File: config.mk
export PLATFORM = sky130hd
export DESIGN_NAME = lcd_ctrl
export DESIGN_NICKNAME = d
export VERILOG_FILES = /design/src/rtl/lcd_ctrl.sv
export SDC_FILE = /design/constraint.sdc
export NUM_CORES = 1
export LEC_CHECK = 0
export BUFFER_PORTS_ARGS = -buffer_cell sky130_fd_sc_hd__buf_2
export CAP_MARGIN = 0
export CORE_MARGIN = 1.5
export CORE_UTILIZATION = 50
export DETAILED_ROUTE_END_ITERATION = 8
export PLACE_DENSITY_LB_ADDON = 0.12
export SLEW_MARGIN = 30
export SYNTH_ARGS = -nofsm -noshare
export SYNTH_HDL_FRONTEND = slang
export SYNTH_SLANG_ARGS = --single-unit
File: constraint.sdc
create_clock -name i_clk -period 7.1 [get_ports i_clk]
set_clock_uncertainty 0.1 [all_clocks]
set_input_delay 0 -clock i_clk [delete_from_list [all_inputs] [get_ports i_clk]]
set_output_delay 0 -clock i_clk [all_outputs]
set_load 0.01 [all_outputs]
File: src/rtl/lcd_ctrl.sv
// lcd_ctrl: HD44780 write-only controller with power-up init sequence,
// one-entry request buffer and sticky overflow flag.
`default_nettype none

module lcd_ctrl #(
  parameter int T_PWRUP = 2000000,
  parameter int T_SETUP = 2,
  parameter int T_EN    = 12,
  parameter int T_HOLD  = 2,
  parameter int T_EXEC  = 1850,
  parameter int T_CLR   = 76000
) (
  input  logic        i_clk,
  input  logic        i_reset,
  input  logic [31:0] i_lcd_word,
  output logic        o_lcd_on,
  output logic        o_lcd_en,
  output logic        o_lcd_rs,
  output logic        o_lcd_rw,
  output logic [7:0]  o_lcd_data,
  output logic        o_lcd_busy,
  output logic        o_lcd_ovf
);

  localparam logic [2:0] S_PWRUP = 3'd0;
  localparam logic [2:0] S_INIT  = 3'd1;
  localparam logic [2:0] S_IDLE  = 3'd2;
  localparam logic [2:0] S_SETUP = 3'd3;
  localparam logic [2:0] S_EN_HI = 3'd4;
  localparam logic [2:0] S_HOLD  = 3'd5;
  localparam logic [2:0] S_WAIT  = 3'd6;

  localparam logic [20:0] C_PWRUP = 21'(T_PWRUP - 1);
  localparam logic [20:0] C_SETUP = 21'(T_SETUP - 1);
  localparam logic [20:0] C_EN    = 21'(T_EN - 1);
  localparam logic [20:0] C_HOLD  = 21'(T_HOLD - 1);
  localparam logic [20:0] C_EXEC  = 21'(T_EXEC - 1);
  localparam logic [20:0] C_CLR   = 21'(T_CLR - 1);

  logic [2:0]  state_q, state_d;
  logic [20:0] cnt_q, cnt_d;
  logic [1:0]  init_idx_q, init_idx_d;
  logic        init_mode_q, init_mode_d;
  logic        toggle_q;
  logic        on_q;
  logic        buf_full_q, buf_full_d;
  logic        buf_rs_q, buf_rs_d;
  logic [7:0]  buf_data_q, buf_data_d;
  logic        rs_q, rs_d;
  logic [7:0]  data_q, data_d;
  logic        ovf_q, ovf_d;

  logic        req;
  logic        drain;
  logic        long_cmd;
  logic        unused_word;

  assign unused_word = ^i_lcd_word[30:10];

  function automatic logic [7:0] init_cmd(input logic [1:0] idx);
    case (idx)
      2'd0:    return 8'h38;
      2'd1:    return 8'h0C;
      2'd2:    return 8'h01;
      default: return 8'h06;
    endcase
  endfunction

  assign req      = i_lcd_word[8] ^ toggle_q;
  assign drain    = (state_q == S_IDLE) && buf_full_q;
  // Clear display and return home need the long execution time.
  assign long_cmd = !rs_q && (data_q == 8'h01 || data_q == 8'h02 || data_q == 8'h03);

  always_comb begin
    state_d     = state_q;
    cnt_d       = cnt_q;
    init_idx_d  = init_idx_q;
    init_mode_d = init_mode_q;
    rs_d        = rs_q;
    data_d      = data_q;
    case (state_q)
      S_PWRUP: begin
        if (cnt_q == 21'd0) begin
          state_d     = S_INIT;
          init_idx_d  = 2'd0;
          init_mode_d = 1'b1;
        end else begin
          cnt_d = cnt_q - 21'd1;
        end
      end
      S_INIT: begin
        rs_d    = 1'b0;
        data_d  = init_cmd(init_idx_q);
        state_d = S_SETUP;
        cnt_d   = C_SETUP;
      end
      S_IDLE: begin
        if (buf_full_q) begin
          rs_d    = buf_rs_q;
          data_d  = buf_data_q;
          state_d = S_SETUP;
          cnt_d   = C_SETUP;
        end
      end
      S_SETUP: begin
        if (cnt_q == 21'd0) begin
          state_d = S_EN_HI;
          cnt_d   = C_EN;
        end else begin
          cnt_d = cnt_q - 21'd1;
        end
      end
      S_EN_HI: begin
        if (cnt_q == 21'd0) begin
          state_d = S_HOLD;
          cnt_d   = C_HOLD;
        end else begin
          cnt_d = cnt_q - 21'd1;
        end
      end
      S_HOLD: begin
        if (cnt_q == 21'd0) begin
          state_d = S_WAIT;
          cnt_d   = long_cmd ? C_CLR : C_EXEC;
        end else begin
          cnt_d = cnt_q - 21'd1;
        end
      end
      S_WAIT: begin
        if (cnt_q == 21'd0) begin
          if (init_mode_q && init_idx_q != 2'd3) begin
            init_idx_d = init_idx_q + 2'd1;
            state_d    = S_INIT;
          end else begin
            init_mode_d = 1'b0;
            state_d     = S_IDLE;
          end
        end else begin
          cnt_d = cnt_q - 21'd1;
        end
      end
      default: begin
        state_d = S_PWRUP;
        cnt_d   = C_PWRUP;
      end
    endcase
  end

  // A drain and a fill may coincide; the new request then occupies the slot.
  always_comb begin
    buf_full_d = buf_full_q && !drain;
    buf_rs_d   = buf_rs_q;
    buf_data_d = buf_data_q;
    ovf_d      = ovf_q;
    if (req) begin
      if (!buf_full_q || drain) begin
        buf_full_d = 1'b1;
        buf_rs_d   = i_lcd_word[9];
        buf_data_d = i_lcd_word[7:0];
      end else begin
        ovf_d = 1'b1;
      end
    end
  end

  always_ff @(posedge i_clk) begin
    toggle_q <= i_lcd_word[8];
    if (!i_reset) begin
      state_q     <= S_PWRUP;
      cnt_q       <= C_PWRUP;
      init_idx_q  <= 2'd0;
      init_mode_q <= 1'b0;
      on_q        <= 1'b0;
      buf_full_q  <= 1'b0;
      buf_rs_q    <= 1'b0;
      buf_data_q  <= 8'h00;
      rs_q        <= 1'b0;
      data_q      <= 8'h00;
      ovf_q       <= 1'b0;
    end else begin
      state_q     <= state_d;
      cnt_q       <= cnt_d;
      init_idx_q  <= init_idx_d;
      init_mode_q <= init_mode_d;
      on_q        <= i_lcd_word[31];
      buf_full_q  <= buf_full_d;
      buf_rs_q    <= buf_rs_d;
      buf_data_q  <= buf_data_d;
      rs_q        <= rs_d;
      data_q      <= data_d;
      ovf_q       <= ovf_d;
    end
  end

  assign o_lcd_on   = on_q;
  assign o_lcd_en   = (state_q == S_EN_HI);
  assign o_lcd_rs   = rs_q;
  assign o_lcd_rw   = 1'b0;
  assign o_lcd_data = data_q;
  assign o_lcd_busy = (state_q != S_IDLE) || buf_full_q;
  assign o_lcd_ovf  = ovf_q;

endmodule

`default_nettype wire

# ---- Yosys cells after proc, flatten, opt, wreduce, memory -nomap -nowiden
# Index checks and enable logic that the tools add are counted.
dict set report op_classes {
  add_sub_neg 2
  n_mul 0
  div 0
  order_cmp 0
  eq_ne 22
  shifts 0
  mux 30
  n_bitwise 2
  reduce_logical 24
}
# operator count
set ops {}
lappend ops {{one-hot mux 21 bit (6 select lines)} 1}
lappend ops {{2-to-1 mux 21 bit} 5}
lappend ops {{logical NOT 21 bit} 1}
lappend ops {{one-hot mux 3 bit (7 select lines)} 1}
lappend ops {{subtractor 21 x 1 -> 21 bit (second input constant)} 1}
lappend ops {{2-to-1 mux 3 bit} 6}
lappend ops {{!= test 2 bit (second input constant)} 9}
lappend ops {{one-hot mux 6 bit (3 select lines)} 1}
lappend ops {{2-to-1 mux 17 bit} 1}
lappend ops {{equality test 8 x 2 -> 1 bit (second input constant)} 2}
lappend ops {{one-hot mux 8 bit (2 select lines)} 1}
lappend ops {{equality test 3 bit (second input constant)} 3}
lappend ops {{equality test 8 x 1 -> 1 bit (second input constant)} 1}
lappend ops {{2-to-1 mux 2 bit} 4}
lappend ops {{2-to-1 mux 8 bit} 1}
lappend ops {{AND reduction 2 bit} 4}
lappend ops {{AND reduction 4 bit} 2}
lappend ops {{equality test 3 x 2 -> 1 bit (second input constant)} 2}
lappend ops {{2-to-1 mux 1 bit} 6}
lappend ops {{AND reduction 6 bit} 1}
lappend ops {{logical AND 1 bit} 4}
lappend ops {{logical OR 1 bit} 4}
lappend ops {{one-hot mux 1 bit (2 select lines)} 2}
lappend ops {{one-hot mux 2 bit (2 select lines)} 1}
lappend ops {{13 further kinds} 16}
dict set report totals {
  register_bits 49
  latch_bits 0
  mem_bits_rw 0
  rom_bits 0
  input_bits 34
  output_inout_bits 14
  elab_cells 92
  memories 0
}

# ---- Longest topological paths before layout
# Gate-level depths: netlist of the first run.
dict set report depth {
  ltp_word 7
  mapped_depth 9
  depth_no_buf 8
}

# ---- Worst setup path after synthesis of the first run
# No wires, ideal clock.
dict set report synth_timing {
  path_type {register to register}
  start {register cnt_q[16]}
  end {register cnt_q[4]}
  setup_time_ns 0.124
  arrival_time_ns 2.436
  required_ns 6.876
  setup_slack_ns 4.439
  stages_incl_launch_ff 8
  path_buffers 1
  period_less_slack_ns 2.661
  cell_sequence {dfxtp_1 -> or4_1 -> buf_2 -> or4_4 -> o31a_1 -> a211oi_2 -> o21bai_1 -> a2111o_1}
}
dict set report synth_via {
  elab_chain_cells 3
  elab_cells_between_ends 7
  classes_between {eq/ne: 1; mux: 4; reduce/logical: 2}
}
# item line
set synth_lines {}
lappend synth_lines {{from (decl)} 41} ;# logic [20:0] cnt_q, cnt_d;
lappend synth_lines {{from (signal assigned)} 182} ;# cnt_q <= cnt_d;
lappend synth_lines {{logical NOT 21 bit (*)} n/a}
lappend synth_lines {{2-to-1 mux 21 bit, or another cell as far along} 122} ;# if (cnt_q == 21'd0) begin
lappend synth_lines {{one-hot mux 21 bit (6 select lines) / AND reduction 2 bit (equally long branches)} n/a}
# Every way passes the cells marked *; elsewhere a longest branch is shown, timed or not.
# A chain may end at the register's enable or synchronous reset.

# ---- Final worst setup path of the first run
dict set report layout_timing {
  start {register state_q[1]}
  end {register cnt_q[6]}
}
dict set report layout_via {
  elab_chain_cells 4
  elab_cells_between_ends 12
  classes_between {eq/ne: 8; mux: 1; reduce/logical: 3}
}
# item line
set layout_lines {}
lappend layout_lines {{from (decl)} 40} ;# logic [2:0] state_q, state_d;
lappend layout_lines {{from (signal assigned)} 181} ;# state_q <= state_d;
lappend layout_lines {{equality test 3 bit / logical NOT 3 bit (equally long branches)} 81} ;# case (state_q)
lappend layout_lines {{OR reduction 2 bit (no line)} n/a}
lappend layout_lines {{!= test 2 bit (no line)} n/a}
lappend layout_lines {{AND reduction 2 bit (no line)} n/a}
# Parallel ways exist; a longest one is shown, timed or not.

==> impl_results.md, run 1 <==
* Status: complete, no violations
* Hold Path Sink: toggle_q
* Slew HR at 31.82%
* Worst reg2reg path endpoint: cnt_q[6]
* Synth Flop Type: dfxtp_1
* Synth area leaders: dfxtp_1 34%, a21oi_1 6.3%, nor2_1 5.4%
* Mapped Nets at 411
* Achievable Freq at 301.4 MHz
* Clock sink total at 49
* Clk slew on worst S/H paths at 0.10 ns
* Layout Area Growth over Synthesis at 12.91%
* WP data required at 7.24 ns
* Final net count at 434
* H-tree lvl count at 2
* Via Count at 2813
* Syn avg cell area at 7.683 um2
* Hold-fix buffers, CTS at 13
* Max cap viols at 0
* Synth unique cells at 54
* RSZ-0062 raised after global routing: false
* Ports at 48
* Simple-gate share of the synthesized area at 28.71%
* Worst Hold Launch: i_lcd_word[8]
* Complex-gate fraction of the synthesized area at 24.71%
* Setup TNS Final at 0 ns
* Die height at 78.50 um
* NetSw at 0.1379 mW
* Final Max Slew Viols at 0
* R2R setup slack at 3.78 ns
* VDD IR max at 0.08491 mV
* Final ANT Viol Nets at 0
* Pin count of the biggest net entering global routing at 35
* XOR/XNOR share of the synthesized area at 0.9219%
* Net Sw Frac at 26.70%
* Mux contribution to synthesized area at 3.512%
* Vias in the first global route at 2671
* Starting DRT DRC Count at 195
* DIE WIDTH at 78.50 um
* Post-Syn Instances at 371
* RePlAce Congestion at 0.9159
* Core Rows at 27
* Synthesized area at 2850 um2
* Cts repair resizes at 0
* Post-synth top area cell: dfxtp_1
* Power Internal at 0.3787 mW
* CTS tree: built
* Largest family of logic cells by synthesized area: simple AND/OR/NAND/NOR gates
* GRT overflow at 0
* CP Launch Type: flip-flop
* Gate power share at 8.1%
* Drt first pass iters at 4
* Layout cells sized above 1 at 12.91%
* Sequential-to-total area share from yosys stat at 34.42%
* Ant. Diodes at 0
* Hold depth at 2
* Setup Buffers After CTS at 0
* WP data arrival at 3.46 ns
* Post-synth ARST share at 0%
* Final setup viols at 0
* Post-synth EDFFs at 0
* Kind of critical path: reg -> reg
* Most common cell in the synthesized netlist: dfxtp_1
* Critical Path Fanout Max at 29
* IO Port Bufs at 25
* Top-area cell type share of the netlist area at 34.42%
* Hold slack at 0.2477 ns
* R2R Path Start: state_q[1]
* Synth cell count leaders: 49 x dfxtp_1, 41 x nor2_1, 36 x a21oi_1
* First-pass GRT wire length at 12700 um
* Final HPWL DP at 5129 um
* Drt total wl at 7511 um
* Fraction of the mapped netlist area in adder cells at 2.634%
* Die Footprint at 6162 um2
* Depth of the worst register-to-register path at 6
* Initial core utilization at 51.76%
* Core area at 5507 um2
* CTS Buffer Depth at 2
* Total GRT Usage at 25.65%
* Final Cell Area at 3218 um2
* Total CTS buffers at 5
* Power share of the clock group at 35.8%
* Placement Cell Area at 2988 um2
* Leakage at 1.169 nW
* Hold Path Class: in -> reg
* Clk Tree Root Cell: clkbuf_8
* Skew-Pair Late Insertion Delay at 0.31 ns
* Synth Register Bits at 49
* Cell Pwr Density at 160.5 nW/um2
* Initial antenna violation count at 0
* YS warnings at 0
* Fin crit share at 46.74%
* # DRC at 0
* Post-route minimum period at 3.318 ns
* Slew @ Worst Pin at 1.010 ns
* DP Cell Count at 446
* Seq pwr share at 56.1%
* Routed vias/inst at 6.024
* Endpoint type of the worst setup path: flip-flop
* DR WL/cell at 16.08 um
* Layout Cells excl Fill at 467
* Final hold vios at 0
per-stage QoR:
step	utilization [%]	power [mW]	worst slack [ns]
floorplan	-	0.3223	4.439
global placement	54.19	0.3318	3.808
detailed placement	54.26	0.3326	3.863
CTS	58.40	0.5235	3.828
global route	58.44	0.5410	3.490
finish	58.44	0.5167	3.782
power by group through the flow:
stage	logic, mW	clock network, mW	registers (mW)
floorplan	0.0285	0	0.294
global placement	0.0356	0	0.296
detailed placement	0.0362	0	0.296
CTS	0.0418	0.192	0.290
global route	0.0466	0.203	0.292
finish	0.0418	0.185	0.290
per-layer routing:
layer	share of wire, %	GRT usage (%)	up-vias	wire [um]
met4	1.7	11.07	0	127
met3	4.5	4.419	11	336
li1	-	-	1410	-
met1	45	32.43	1305	3414
met5	0	0	-	0
met2	48	42.67	87	3633
worst max-delay path: stages, from the launching register on:
cell,delay [ns]
dfxtp_1,0.91
nor2b_1,0.50
a21oi_1,0.35
o31ai_2,0.80
buf_4,0.33
a21oi_1,0.06
o211ai_1,0.20
how the worst max path moves through the flow:
stage               startpoint        to  slack (ns)
floorplan            cnt_q[16]  cnt_q[4]        4.44
global placement    state_q[1]  cnt_q[2]        3.81
detailed placement  state_q[1]  cnt_q[8]        3.86
CTS                 state_q[1]  cnt_q[8]        3.83
global route        state_q[1]  cnt_q[2]        3.49
finish              state_q[1]  cnt_q[6]        3.78
flip-flops by register name (all words and copies together) (netlist names):
register	flops
o_lcd_data	8
o_lcd_ovf	1
buf_data_q	8
o_lcd_rs	1
init_mode_q	1
state_q	3
cnt_q	21
o_lcd_on	1
buf_full_q	1
buf_rs_q	1
init_idx_q	2
toggle_q	1
cell type report:
cell class,count,area [um2]
clock buffers,5,68.82
clock inverters,3,28.78
fillers,502,2288
inverters,10,37.54
multi-input cells,287,1734
flip-flops and latches,49,980.9
well taps,72,90.09
repair buffers,41,277.8
cells by family (layout without fill, tap and decap cells):
group / Yosys count / after routing
flops: 49 / 49
compound gates: 107 / 107
fa+ha+maj: 6 / 6
simple gates: 160 / 160
mux: 10 / 10
xor+xnor: 3 / 3
buf+inv: 35 / 59
other cells: 1 / 1
cell usage in the layout, fill, tap and decap left out, types with 3 or more instances in the layout:
cell type,n
clkbuf_8,5
or4_4,3
nand2b_1,3
a21oi_1,35
o211ai_1,6
a211oi_1,7
nand4_1,4
dfxtp_1,49
nor2_1,40
nand3_1,8
a32oi_1,3
nor4_1,6
o211a_1,3
or2_2,4
or4_1,6
nand2_1,34
a31oi_1,6
xnor2_1,3
o21ai_0,16
ha_1,6
buf_4,3
a21o_1,3
a311oi_1,3
mux2i_1,10
buf_2,25
inv_1,9
nor2b_1,5
or3_1,13
nor3_1,20
o21a_1,5
and2_1,4
dlygate4sd3_1,13
No activity file was read; power rests on OpenSTA's default activity.
==> run 2, diff against run 1 <==
Clock period 7.1 ns to 3.4 ns, I/O delays scaled along.
==> run 2 against run 1 <==
Effect of this change:
- die area stayed put
- largest power group unchanged
- routed wire length is 2.5% higher
- critical endpoint is now cnt_q[12]
- sequential power grew 110%
- cell count rose by 2.6%
- highest routed layer unchanged
- flip-flop and latch count is the same
- first-iteration DRC count is 4.6% higher
- power grew 120%
==> impl_results.md, run 2 (synthesis gave the netlist of run 1 again) <==
* Core Rows at 27
* Ports at 48
* Slew @ Worst Pin at 0.6577 ns
* VDD IR max at 0.2187 mV
* Starting DRT DRC Count at 204
* Clk slew on worst S/H paths at 0.10 ns
* Hold depth at 2
* Total CTS buffers at 5
* Hold Path Class: in -> reg
* H-tree lvl count at 2
* Layout Area Growth over Synthesis at 16.51%
* Clk Tree Root Cell: clkbuf_8
* WP data arrival at 3.06 ns
* Placement Cell Area at 3074 um2
* IO Port Bufs at 25
* Ant. Diodes at 0
* Setup TNS Final at 0 ns
* Final setup viols at 0
* Worst reg2reg path endpoint: cnt_q[12]
* RSZ-0062 raised after global routing: false
* Cts repair resizes at 0
* First-pass GRT wire length at 12950 um
* R2R setup slack at 0.47 ns
* Layout cells sized above 1 at 14.74%
* Endpoint type of the worst setup path: flip-flop
* Worst Hold Launch: i_lcd_word[8]
* Max FFs per register at 21
* Final HPWL DP at 5457 um
* Die Footprint at 6162 um2
* RePlAce Congestion at 0.9363
* GRT overflow at 0
* Hold slack at 0.2461 ns
* Final hold vios at 0
* Vias in the first global route at 2769
* CP Launch Type: flip-flop
* Commonest cells after routing, fill and taps aside: 49 x dfxtp_1, 41 x nor2_1, 36 x a21oi_1
* CTS Buffer Depth at 2
* Setup Buffers After CTS at 0
* Status: complete, no violations
* Final Max Slew Viols at 0
* Total GRT Usage at 26.48%
* Routed vias/inst at 6.084
* R2R Path Start: cnt_q[0]
* Most common cell after layout, fill and taps aside: dfxtp_1
* Achievable Freq at 341.6 MHz
* Final ANT Viol Nets at 0
* Final Cell Area at 3321 um2
* Kind of critical path: reg -> reg
* Core area at 5507 um2
* Largest Register: cnt_q
* Critical Path Fanout Max at 6
* Final net count at 446
* # DRC at 0
* Max cap viols at 0
* Via Count at 2914
* Initial antenna violation count at 0
* Slew HR at 55.99%
* Initial core utilization at 51.76%
* Depth of the worst register-to-register path at 7
* Pin count of the biggest net entering global routing at 27
* Final core utilization at 60.30%
* DR WL/cell at 16.07 um
* CTS tree: built
* WP data required at 3.53 ns
* Skew-Pair Late Insertion Delay at 0.31 ns
* Drt total wl at 7699 um
* Die height at 78.50 um
* Post-route minimum period at 2.928 ns
* Cell Pwr Density at 343.6 nW/um2
* Drt first pass iters at 5
* DIE WIDTH at 78.50 um
* Clock sink total at 49
* Hold Path Sink: toggle_q
* Fillers at 508
* Leakage at 1.235 nW
* Fin crit share at 86.11%
run 2: worst max path at each step:
stage | slack, ns | endpoint | startpoint
floorplan | 0.74 | cnt_q[4] | cnt_q[16]
global placement | 0.57 | cnt_q[4] | cnt_q[16]
detailed placement | 0.50 | cnt_q[12] | cnt_q[0]
CTS | 0.48 | cnt_q[12] | cnt_q[0]
global route | 0.35 | cnt_q[12] | cnt_q[0]
finish | 0.47 | cnt_q[12] | cnt_q[0]
run 2: final cells by class:
cell class              count  area, um2  area share [%]
multi-input cells         287       1728           52.03
flip-flops and latches     49      980.9           29.54
repair buffers             53      367.9           11.08
well taps                  72      90.09           2.713
clock buffers               5      68.82           2.072
clock inverters             3      47.55           1.432
inverters                  10      37.54           1.130
run 2: stage by stage:
step | cells | total power, mW | setup slack, ns
finish | 479 | 1.141 | 0.4723
global route | 479 | 1.187 | 0.3462
CTS | 479 | 1.151 | 0.4755
detailed placement | 458 | 0.6966 | 0.5046
global placement | 458 | 0.6952 | 0.5651
floorplan | 371 | 0.6730 | 0.7392
run 2: what timing repair did:
| action | in CTS | in global routing |
|---|---|---|
| endpoints found under the hold margin | 19 | 0 |
| setup endpoints to repair | 0 | 0 |
| hold buffers | 13 | 0 |
run 2: power by group:
part           internal [mW]  switching [mW]  leakage (nW)
clock network          0.225           0.221        0.0591
logic                 0.0462          0.0435         0.777
registers              0.591          0.0149         0.399
run 2: critical path, stage by stage, from the launching register on:
cell and delay, ns:
dfxtp_1 0.33, inv_1 0.12, ha_1 0.24, or4b_2 0.67, or3_1 0.44, or4_1 0.44, or3_1 0.32, a31oi_1 0.18
run 2: per-layer routing:
metal	part of all wire [%]	vias to the layer above	GRT usage [%]
li1	-	1437	-
met4	2.1	0	12.14
met5	0	-	0
met2	49	103	45.09
met3	5.2	13	4.070
met1	44	1361	32.62
==> run 3, diff against run 2 <==
Settings changed: REMOVE_ABC_BUFFERS from default to 1.
==> run 3 against run 2 <==
Effect of this change:
- register-to-register slack is essentially flat
- via count shrank 0.55%
- critical path depth shrank 1
- die area is the same
- combinational power hardly changed
- global-route usage fell by 0.51 points
- sequential power about the same
==> impl_results.md, run 3 (synthesis gave the netlist of run 1 again) <==
* Status: complete, no violations
* Starting DRT DRC Count at 198
* Max cap viols at 0
* Commonest cells after routing, fill and taps aside: 49 x dfxtp_1, 41 x nor2_1, 36 x a21oi_1
* Cell depth of the worst setup path at 6
* Depth of the worst register-to-register path at 6
* Max FFs per register at 21
* Fin crit share at 86.44%
* CTS tree: built
* Worst reg2reg path endpoint: cnt_q[4]
* Drt first pass iters at 5
* Worst Setup SP: cnt_q[16]
* Total power at 1.083 mW
* Final core utilization at 59.96%
* Via Count at 2898
* Vias in the first global route at 2702
* Ant. Diodes at 0
* Final ANT Viol Nets at 0
* Final HPWL DP at 5337 um
* Initial core utilization at 51.76%
* Kind of critical path: reg -> reg
* Die height at 78.50 um
* GR Layer Usage met2 at 45.26%
* Hold slack at 0.2690 ns
* Core area at 5507 um2
* Leakage at 1.226 nW
* VDD IR max at 0.2289 mV
* Clock sink total at 49
* Post-route minimum period at 2.939 ns
* Layout cells sized above 1 at 14.74%
* WP data arrival at 3.05 ns
* Slowest-stage cell, CP: or4_1
* Final net count at 446
* DR WL/cell at 16.05 um
* Final setup viols at 0
* Clk Tree Root Cell: clkbuf_8
* Endpoint type of the worst setup path: flip-flop
* Routed vias/inst at 6.050
* Final hold vios at 0
* RSZ-0062 raised after global routing: false
* Critical Path Fanout Max at 7
* Slew HR at 54.23%
* Routing usage on met3 at 3.605%
* CTS Buffer Depth at 2
* WP data required at 3.51 ns
* Core Rows at 27
* Achievable Freq at 340.3 MHz
* R2R Path Start: cnt_q[16]
* Total CTS buffers at 5
* Hold Path Class: in -> reg
* Cell Pwr Density at 328.0 nW/um2
* Largest Register: cnt_q
* Skew-Pair Late Insertion Delay at 0.32 ns
* Pin count of the biggest net entering global routing at 32
* Ports at 48
* Die Footprint at 6162 um2
* Layout Area Growth over Synthesis at 15.85%
* Setup TNS Final at 0 ns
* Initial antenna violation count at 0
* CP cell instances: or4_1 -> or4_4 -> o31a_1 -> a211oi_2 -> o21bai_1 -> a2111o_1
* Drt total wl at 7687 um
* Setup Buffers After CTS at 0
* Most common cell after layout, fill and taps aside: dfxtp_1
* Gr busiest metal: met2
* Placement Cell Area at 3074 um2
* CP Launch Type: flip-flop
* Clk slew on worst S/H paths at 0.11 ns
* Total GRT Usage at 25.96%
* IO Port Bufs at 25
* Crit-path leading delay family: simple AND/OR/NAND/NOR gates
* Final Max Slew Viols at 0
* First-pass GRT wire length at 12680 um
* RePlAce Congestion at 0.9431
* DIE WIDTH at 78.50 um
* CP endpoint: cnt_q[4]
* # DRC at 0
* Slew @ Worst Pin at 0.6840 ns
* GRT overflow at 0
* Met1 usage at 31.30%
* H-tree lvl count at 2
* R2R setup slack at 0.46 ns
* Final Cell Area at 3302 um2
* Critical path buffer and inverter count at 0
* Crit path largest cell delay at 0.67 ns
==> run 3: worst min-delay path by stage <==
stage          cells after the start       end           from  slack, ns
2_1_floorplan                      0  toggle_q  i_lcd_word[8]      -0.07
3_5_place_dp                       1  toggle_q  i_lcd_word[8]       0.03
4_1_cts                            2  toggle_q  i_lcd_word[8]       0.24
5_1_grt                            2  toggle_q  i_lcd_word[8]       0.27
6_report                           2  toggle_q  i_lcd_word[8]       0.27
3_3_place_gp                       1  toggle_q  i_lcd_word[8]       0.03
==> run 3: per-layer routing <==
layer | vias up | part of all wire, % | wire [um]
met2 | 102 | 47 | 3633
met5 | - | 0 | 0
met1 | 1345 | 45 | 3494
met3 | 20 | 4.4 | 340
met4 | 0 | 2.8 | 218
li1 | 1431 | - | -
==> run 3: worst reg2reg max path, cell delays in order, from the launching register on <==
cell and delay, ns:
dfxtp_1 0.38, or4_1 0.67, or4_4 0.55, o31a_1 0.30, a211oi_2 0.29, o21bai_1 0.12, a2111o_1 0.41
==> run 3: layout make-up <==
cell class | count | area [um2]
timing repair buffer | 53 | 367.9
inverter | 10 | 37.54
multi-input combinational | 287 | 1728
clock buffer | 5 | 68.82
clock inverter | 3 | 28.78
fill | 501 | 2205
tap | 72 | 90.09
sequential | 49 | 980.9
==> run 3: timing repair <==
item | CTS | global route
gates resized for setup | 0 | 0
hold buffers | 13 | 0
endpoints found under the hold margin | 21 | 0
==> run 3: power breakdown <==
part | switching (mW) | internal, mW
Clock | 0.232 | 0.154
Sequential | 0.0157 | 0.591
Combinational | 0.0437 | 0.0461
Total | 0.292 | 0.791
==> run 3: stage by stage <==
step,std cells,worst slack (ns)
after detailed placement,458,0.5170
after global routing,479,0.3904
after global placement,458,0.5489
after CTS,479,0.4795
final,479,0.4610
after floorplan,346,0.3679
